### config.mk
export PLATFORM = sky130hd
export DESIGN_NAME = mod3_stream_seq
export DESIGN_NICKNAME = d
export VERILOG_FILES = /design/src/rtl/mod3_stream_seq.sv
export SDC_FILE = /design/constraint.sdc
export NUM_CORES = 1
export LEC_CHECK = 0
export BUFFER_PORTS_ARGS = -buffer_cell sky130_fd_sc_hd__buf_2
export CORE_AREA = 2 2 64 72
export CTS_BUF_LIST = sky130_fd_sc_hd__clkbuf_4
export CTS_CLUSTER_DIAMETER = 50
export DETAILED_ROUTE_END_ITERATION = 16
export DIE_AREA = 0 0 66 74
export PLACE_DENSITY_LB_ADDON = 0.15
export SETUP_SLACK_MARGIN = 0.4
export SLEW_MARGIN = 30
export SYNTH_ARGS = -nofsm -noshare
export SYNTH_HDL_FRONTEND = slang
export SYNTH_SLANG_ARGS = --single-unit
### constraint.sdc
create_clock -name clk -period 6 [get_ports clk]
set_input_delay 1.2 -clock clk [delete_from_list [all_inputs] [get_ports clk]]
set_output_delay 1.2 -clock clk [all_outputs]
set_load 0.01 [all_outputs]
### src/rtl/mod3_stream_seq.sv
`default_nettype none
// +--------------------------------------------------------------------------+
// | Module   : mod3_stream_seq                                               |
// | Function : Stream front/back-end around a combinational mod-3 reducer:   |
// |            operand FIFO, one-cycle issue, registered result stream.      |
// | Revision : 1.0                                                           |
// +--------------------------------------------------------------------------+
module mod3_stream_seq #(
    parameter int NUM_WIDTH = 8,
    parameter int DEPTH     = 4,
    parameter int AW        = 2
) (
    input  logic                 clk,
    input  logic                 rst_n,
    input  logic                 in_valid,
    output logic                 in_ready,
    input  logic [NUM_WIDTH-1:0] in_data,
    output logic                 mod_en,
    output logic [NUM_WIDTH-1:0] mod_num,
    input  logic [NUM_WIDTH-1:0] mod_res,
    output logic                 out_valid,
    input  logic                 out_ready,
    output logic [NUM_WIDTH-1:0] out_data,
    output logic [NUM_WIDTH-1:0] out_operand,
    output logic [AW:0]          fifo_count,
    output logic                 err
);

    typedef enum logic [1:0] {
        S_IDLE  = 2'd0,
        S_ISSUE = 2'd1,
        S_OUT   = 2'd2
    } state_t;

    localparam logic [AW:0]          C_FULL_COUNT = (AW + 1)'(DEPTH);
    localparam logic [NUM_WIDTH-1:0] C_MAX_REM    = NUM_WIDTH'(2);

    state_t               r_state;
    state_t               w_next;
    logic [NUM_WIDTH-1:0] r_mem [DEPTH];
    logic [AW-1:0]        r_wr_ptr;
    logic [AW-1:0]        r_rd_ptr;
    logic [AW:0]          r_count;
    logic [NUM_WIDTH-1:0] r_out_data;
    logic [NUM_WIDTH-1:0] r_out_operand;
    logic                 r_err;

    logic                 w_full;
    logic                 w_push;
    logic                 w_pop;
    logic [NUM_WIDTH-1:0] w_head;

    assign w_full = (r_count == C_FULL_COUNT);
    assign w_push = in_valid && !w_full;
    assign w_pop  = (r_state == S_ISSUE);
    assign w_head = r_mem[r_rd_ptr];

    // Storage is not reset; clearing the pointers discards any contents.
    always_ff @(posedge clk) begin
        if (w_push) begin
            r_mem[r_wr_ptr] <= in_data;
        end
    end

    always_ff @(posedge clk or negedge rst_n) begin
        if (!rst_n) begin
            r_wr_ptr <= '0;
            r_rd_ptr <= '0;
            r_count  <= '0;
        end else begin
            if (w_push) begin
                r_wr_ptr <= r_wr_ptr + 1'b1;
            end
            if (w_pop) begin
                r_rd_ptr <= r_rd_ptr + 1'b1;
            end
            case ({w_push, w_pop})
                2'b10:   r_count <= r_count + 1'b1;
                2'b01:   r_count <= r_count - 1'b1;
                default: r_count <= r_count;
            endcase
        end
    end

    always_ff @(posedge clk or negedge rst_n) begin
        if (!rst_n) begin
            r_state <= S_IDLE;
        end else begin
            r_state <= w_next;
        end
    end

    // OUT decides on the pre-push count, so a same-cycle push waits for IDLE.
    always_comb begin
        w_next = r_state;
        case (r_state)
            S_IDLE: begin
                if (r_count != '0) begin
                    w_next = S_ISSUE;
                end
            end
            S_ISSUE: begin
                w_next = S_OUT;
            end
            S_OUT: begin
                if (out_ready) begin
                    w_next = (r_count != '0) ? S_ISSUE : S_IDLE;
                end
            end
            default: begin
                w_next = S_IDLE;
            end
        endcase
    end

    always_ff @(posedge clk or negedge rst_n) begin
        if (!rst_n) begin
            r_out_data    <= '0;
            r_out_operand <= '0;
            r_err         <= 1'b0;
        end else if (w_pop) begin
            r_out_data    <= mod_res;
            r_out_operand <= w_head;
            if (mod_res > C_MAX_REM) begin
                r_err <= 1'b1;
            end
        end
    end

    assign in_ready    = !w_full;
    assign mod_en      = (r_state == S_ISSUE);
    assign mod_num     = mod_en ? w_head : '0;
    assign out_valid   = (r_state == S_OUT);
    assign out_data    = r_out_data;
    assign out_operand = r_out_operand;
    assign fifo_count  = r_count;
    assign err         = r_err;

endmodule
`default_nettype wire

=== Word level (Yosys, flattened, before mapping) ===
Memories as Yosys holds them, arrays and structs flattened.
Index checks and enable logic that the tools add are counted.

* Bits of input ports: 20
* Memories: 1
* Register bits: 26
* Bits in writable memories: 32
* Logic and storage cells: 35

{| class="wikitable"
|+ Memory list
! memory !! depth !! width !! read ports !! clocked after memory_dff !! wr ports !! line !! RTL
|-
| r_mem || 4 || 8 || 1 || 0 || 1 || 40 || <nowiki>logic [NUM_WIDTH-1:0] r_mem [DEPTH];</nowiki>
|}

* Equality and inequality tests: 7
* Mux-type cells: 8
* $lt $le $gt $ge: 1
* Reductions and logical operators: 7
* Add/subtract/negate cells: 4

{| class="wikitable"
|+ Operator list
! cell !! count
|-
| $gt 8x2->1 const B || 1
|-
| $mux 8 || 1
|-
| $pmux 2 s3 || 1
|-
| $pmux 3 s2 || 1
|-
| $add 2x1->2 const B || 2
|-
| $eq 2x1->1 const B || 2
|-
| $eq 2x2->1 const B || 2
|-
| $mux 2 || 2
|-
| $reduce_and 2->1 || 2
|-
| $add 3x1->3 const B || 1
|-
| $eq 3x3->1 const B || 1
|-
| $mux 1 || 3
|-
| $reduce_bool 3->1 || 1
|-
| $sub 3x1->3 const B || 1
|-
| $logic_not 2->1 || 1
|-
| $ne 2x1->1 const B || 1
|-
| $ne 2x2->1 const B || 1
|-
| $reduce_bool 2->1 || 1
|-
| $logic_and 1x1->1 || 1
|-
| $logic_not 1->1 || 1
|}

=== Longest topological paths before layout ===
* Depth after elaboration: 5
* Depth in mapped cells: 9

=== Worst setup path before layout ===
No wires, ideal clock.

* Path kind: reg2out
* From: register r_state[1]
* To: output mod_num[0]
* Data required time: 4,800 ps
* Path buffers: 2
* Setup slack: 3,469 ps
* Stages on the path, launching flop included: 7
* Arrival time: 1,331 ps
* Cell sequence: dfrtp_1 > nand2b_1 > inv_1 > buf_2 > nand2_2 > buf_2 > o22ai_1

* Longest elaborated chain between the ends: 2

{| class="wikitable"
|+ RTL lines
! element !! line !! RTL
|-
| from (decl) || 38 || <nowiki>state_t r_state;</nowiki>
|-
| from (signal assigned) || 89 || <nowiki>r_state <= w_next;</nowiki>
|-
| $eq 2x1->1 || 131 || <nowiki>assign mod_en = (r_state == S_ISSUE);</nowiki>
|-
| via mod_en || 18 || <nowiki>output logic mod_en,</nowiki>
|-
| $mux 8 || 132 || <nowiki>assign mod_num = mod_en ? w_head : '0;</nowiki>
|-
| to (decl) || 19 || <nowiki>output logic [NUM_WIDTH-1:0] mod_num,</nowiki>
|}

The timed path passes the listed nets, and every way through them passes these cells.

=== Final worst setup path ===
* From: register r_state[1]
* To: output mod_num[6]

* Longest elaborated chain between the ends: 2

{| class="wikitable"
|+ RTL lines
! element !! line
|-
| $eq 2x1->1 || 131
|-
| $mux 8 || 132
|}

No other way between the ends.

==> metrics <==
outcome=complete, no violations; vertical die dimension=roughly 74 um; setup TNS=0 ps; Sw Ratio=between 30% and 40%; core box area=about 0.0042 mm2; top_reg_cell synth=edfxtp_1; Die ar.=between 0.004 and 0.005 mm2; largest family of logic cells by synthesized area=simple AND/OR/NAND/NOR gates; # resized after CTS=0; global-route usage over all layers=20.4%; buffers added on ports=50; EDFF count, synth=32; CP max stage delay=around 480 ps; Design Area, Final=0.00281 mm2; Synth Instances=171; Worst setup EP type=primary output; hpwl dp=about 2900 um; Worst VDD drop=0.000272 V; initial antenna violation count=0; fillers=334; Mapped Nets=slightly below 200; Worst-path clk slew=100 ps; sequential power share=43.5%; XOR/XNOR Fraction of Synth Area=1.84%; worst-path cell chain=nand2b_1, inv_1, nand2b_1, o22ai_1, buf_2; initial core utilization=56.8%; first-pass GRT wire length=6960 um; clock power share=approximately a fifth; combinational power share=36.2%; pwr dens=531 mW/mm2; Overflow after GRT=0; Post-DRT Antenna Nets=0; Critical Path Start Type=flop; Hold Crit Class=reg2reg; num ports=51; nets@finish=250; RSZ-0062 raised after global routing=false; cts bufs inserted=9; Arrival @ worst endpoint=2690 ps; mux cell area share after synthesis=7.77%; Multi-input gate area=701 um2; critical path class=reg2out; peak fanout along the critical path=20; setup repair bufs after CTS=0; Adder-Cell Fraction of Synth Area=roughly 3.5%; register area=0.00161 mm2; Post-DP Area=approximately 0.0027 mm2; H-tree Lvls=3; Hold Buf Count CTS=0; Root Buffer=clkbuf_4; yosys synthesis warning count=0; Area Growth Syn to Fin=18.0%; Sinks on Clock Net=slightly below 60; Yosys reg bits=just under 60; total iterations of the first detailed-routing run=4; relative slew slack=38.5%; NetSw=around 540 uW; count of final setup violators=0; clk_lat worst skew=400 ps; post-synthesis cell area=0.00238 mm2; ant diodes=0; Synth Area in Simple Gates=about a tenth; total number of vias=approximately 1,500; Synth Area per Inst=13.9 um2; most used cell, CP=nand2b_1; Post-Route WL=4460 um; Seq/Total Area, Yosys=67.6%; final RePlAce weighted congestion=0.749; final period utilization=about two thirds; die width=between 60 and 70 um; worst path bufs/invs=2; Post-synth ARST share=44.8%; Fin Clk Skew=14.7 ps; Leak Pwr=between 0.001 and 0.0015 uW; Tmin final=between 3000 and 4000 ps; max cap viols=0; Max Fclk=~260 MHz; number of global-route vias before repair=1,497; slowest CP cell=nand2b_1; CP delay by family, top=simple AND/OR/NAND/NOR gates; CTS max path bufs=2; initial drt markers=66; cell row count=25; DRC Markers=0; layout cells sized above 1=30.1%; worst-margin pin slew=923 ps; Final Slew Violations=0; critical path required time=4800 ps; largest net degree at the start of global routing=27; WL/cell=15.7 um; CTS tree=built; synth unique cells=27; Synth Area in Compound Gates=between 6 and 7%; Fin. Hold Viols=0; Vias/cell=around 5.3; Pint=between 900 and 1000 uW
[registers in the layout, summed over array words and instances, names as in the netlist]
name and flops:
fifo_count 3, r_state 2, out_operand 8, r_mem 32
r_rd_ptr 2, out_data 8, err 1, r_wr_ptr 2
[worst paths after layout]
check,from,to,slack [ps],depth (start not counted)
setup / recovery,r_state[1],mod_num[6],2110,5
min in group asynchronous,rst_n,out_operand[7],790,1
max in group asynchronous,rst_n,r_wr_ptr[0],4820,1
hold / removal,r_state[0],r_state[0],470,1
setup reg to reg,r_state[1],fifo_count[2],3430,8
hold reg to reg,r_state[0],r_state[0],470,1
[metrics by stage]
| step | total power, uW | hold WS, ps | std cells | worst slack (ps) | utilization (%) |
|---|---|---|---|---|---|
| after floorplan | 1010 | 425 | 171 | 3470 | - |
| final | 1490 | 468 | 283 | 2110 | 67.1 |
| after global placement | 1170 | 434 | 267 | 2670 | 63.5 |
| after CTS | 1500 | 474 | 283 | 2090 | 67.1 |
| after detailed placement | 1200 | 459 | 267 | 2550 | 63.5 |
| after global routing | 1590 | 502 | 283 | 1860 | 67.1 |
[cell type report]
type | count | share of cell area (%)
inverter | 8 | 1.07
sequential | 58 | 57.3
timing repair buffer | 50 | 8.90
clock inverter | 7 | 2.98
multi-input combinational | 97 | 24.9
clock buffer | 9 | 2.40
tap | 54 | 2.40
[synth_stat cells (all sizes together), types with 2 or more instances]
cell type	count	area share, %
and3	4	1.1
buf	6	1.4
clkbuf	2	0.32
dfrtp	26	27
edfxtp	32	40
ha	5	2.6
inv	8	1.3
mux2i	17	7.1
nand2	35	5.6
nand2b	3	0.79
nor3	2	0.42
o221ai	8	2.9
o22ai	8	2.1
xnor2	3	1.1
xor2	2	0.74
[per-layer routing]
layer / share of wire, % / up-vias / track usage, %
met4: 2.4 / 0 / 13.4
met3: 4.0 / 12 / 5.90
met5: 0 / - / 0
met2: 53 / 36 / 33.1
met1: 41 / 731 / 24.0
li1: - / 727 / -
[cell families (layout without fill, tap and decap cells)]
family | Yosys count | in the layout
buffers and inverters | 16 | 74
multiplexers | 18 | 18
flip-flops | 58 | 58
adder cells (fa/ha/maj) | 6 | 6
AO/OA/AOI/OAI | 19 | 19
XOR/XNOR | 5 | 5
AND/OR/NAND/NOR | 49 | 49
[power groups by stage]
stage | clock (uW) | sequential, uW | combinational (uW)
floorplan | 0 | 649 | 365
global placement | 0 | 649 | 518
detailed placement | 0 | 659 | 543
CTS | 306 | 651 | 548
global route | 323 | 667 | 601
finish | 302 | 649 | 540
[placed cells by master, fill, tap and decap left out, types with 2 or more instances in the layout]
cell type / count
buf_2: 50
nand2_1: 34
edfxtp_1: 32
dfrtp_1: 26
mux2i_1: 17
clkbuf_4: 9
inv_1: 8
o22ai_1: 8
o221ai_1: 8
ha_1: 5
and3_1: 4
nand2b_1: 3
xnor2_1: 3
clkinv_1: 3
nor3_1: 2
xor2_1: 2
bufinv_16: 2
No activity file was read; power rests on OpenSTA's default activity.
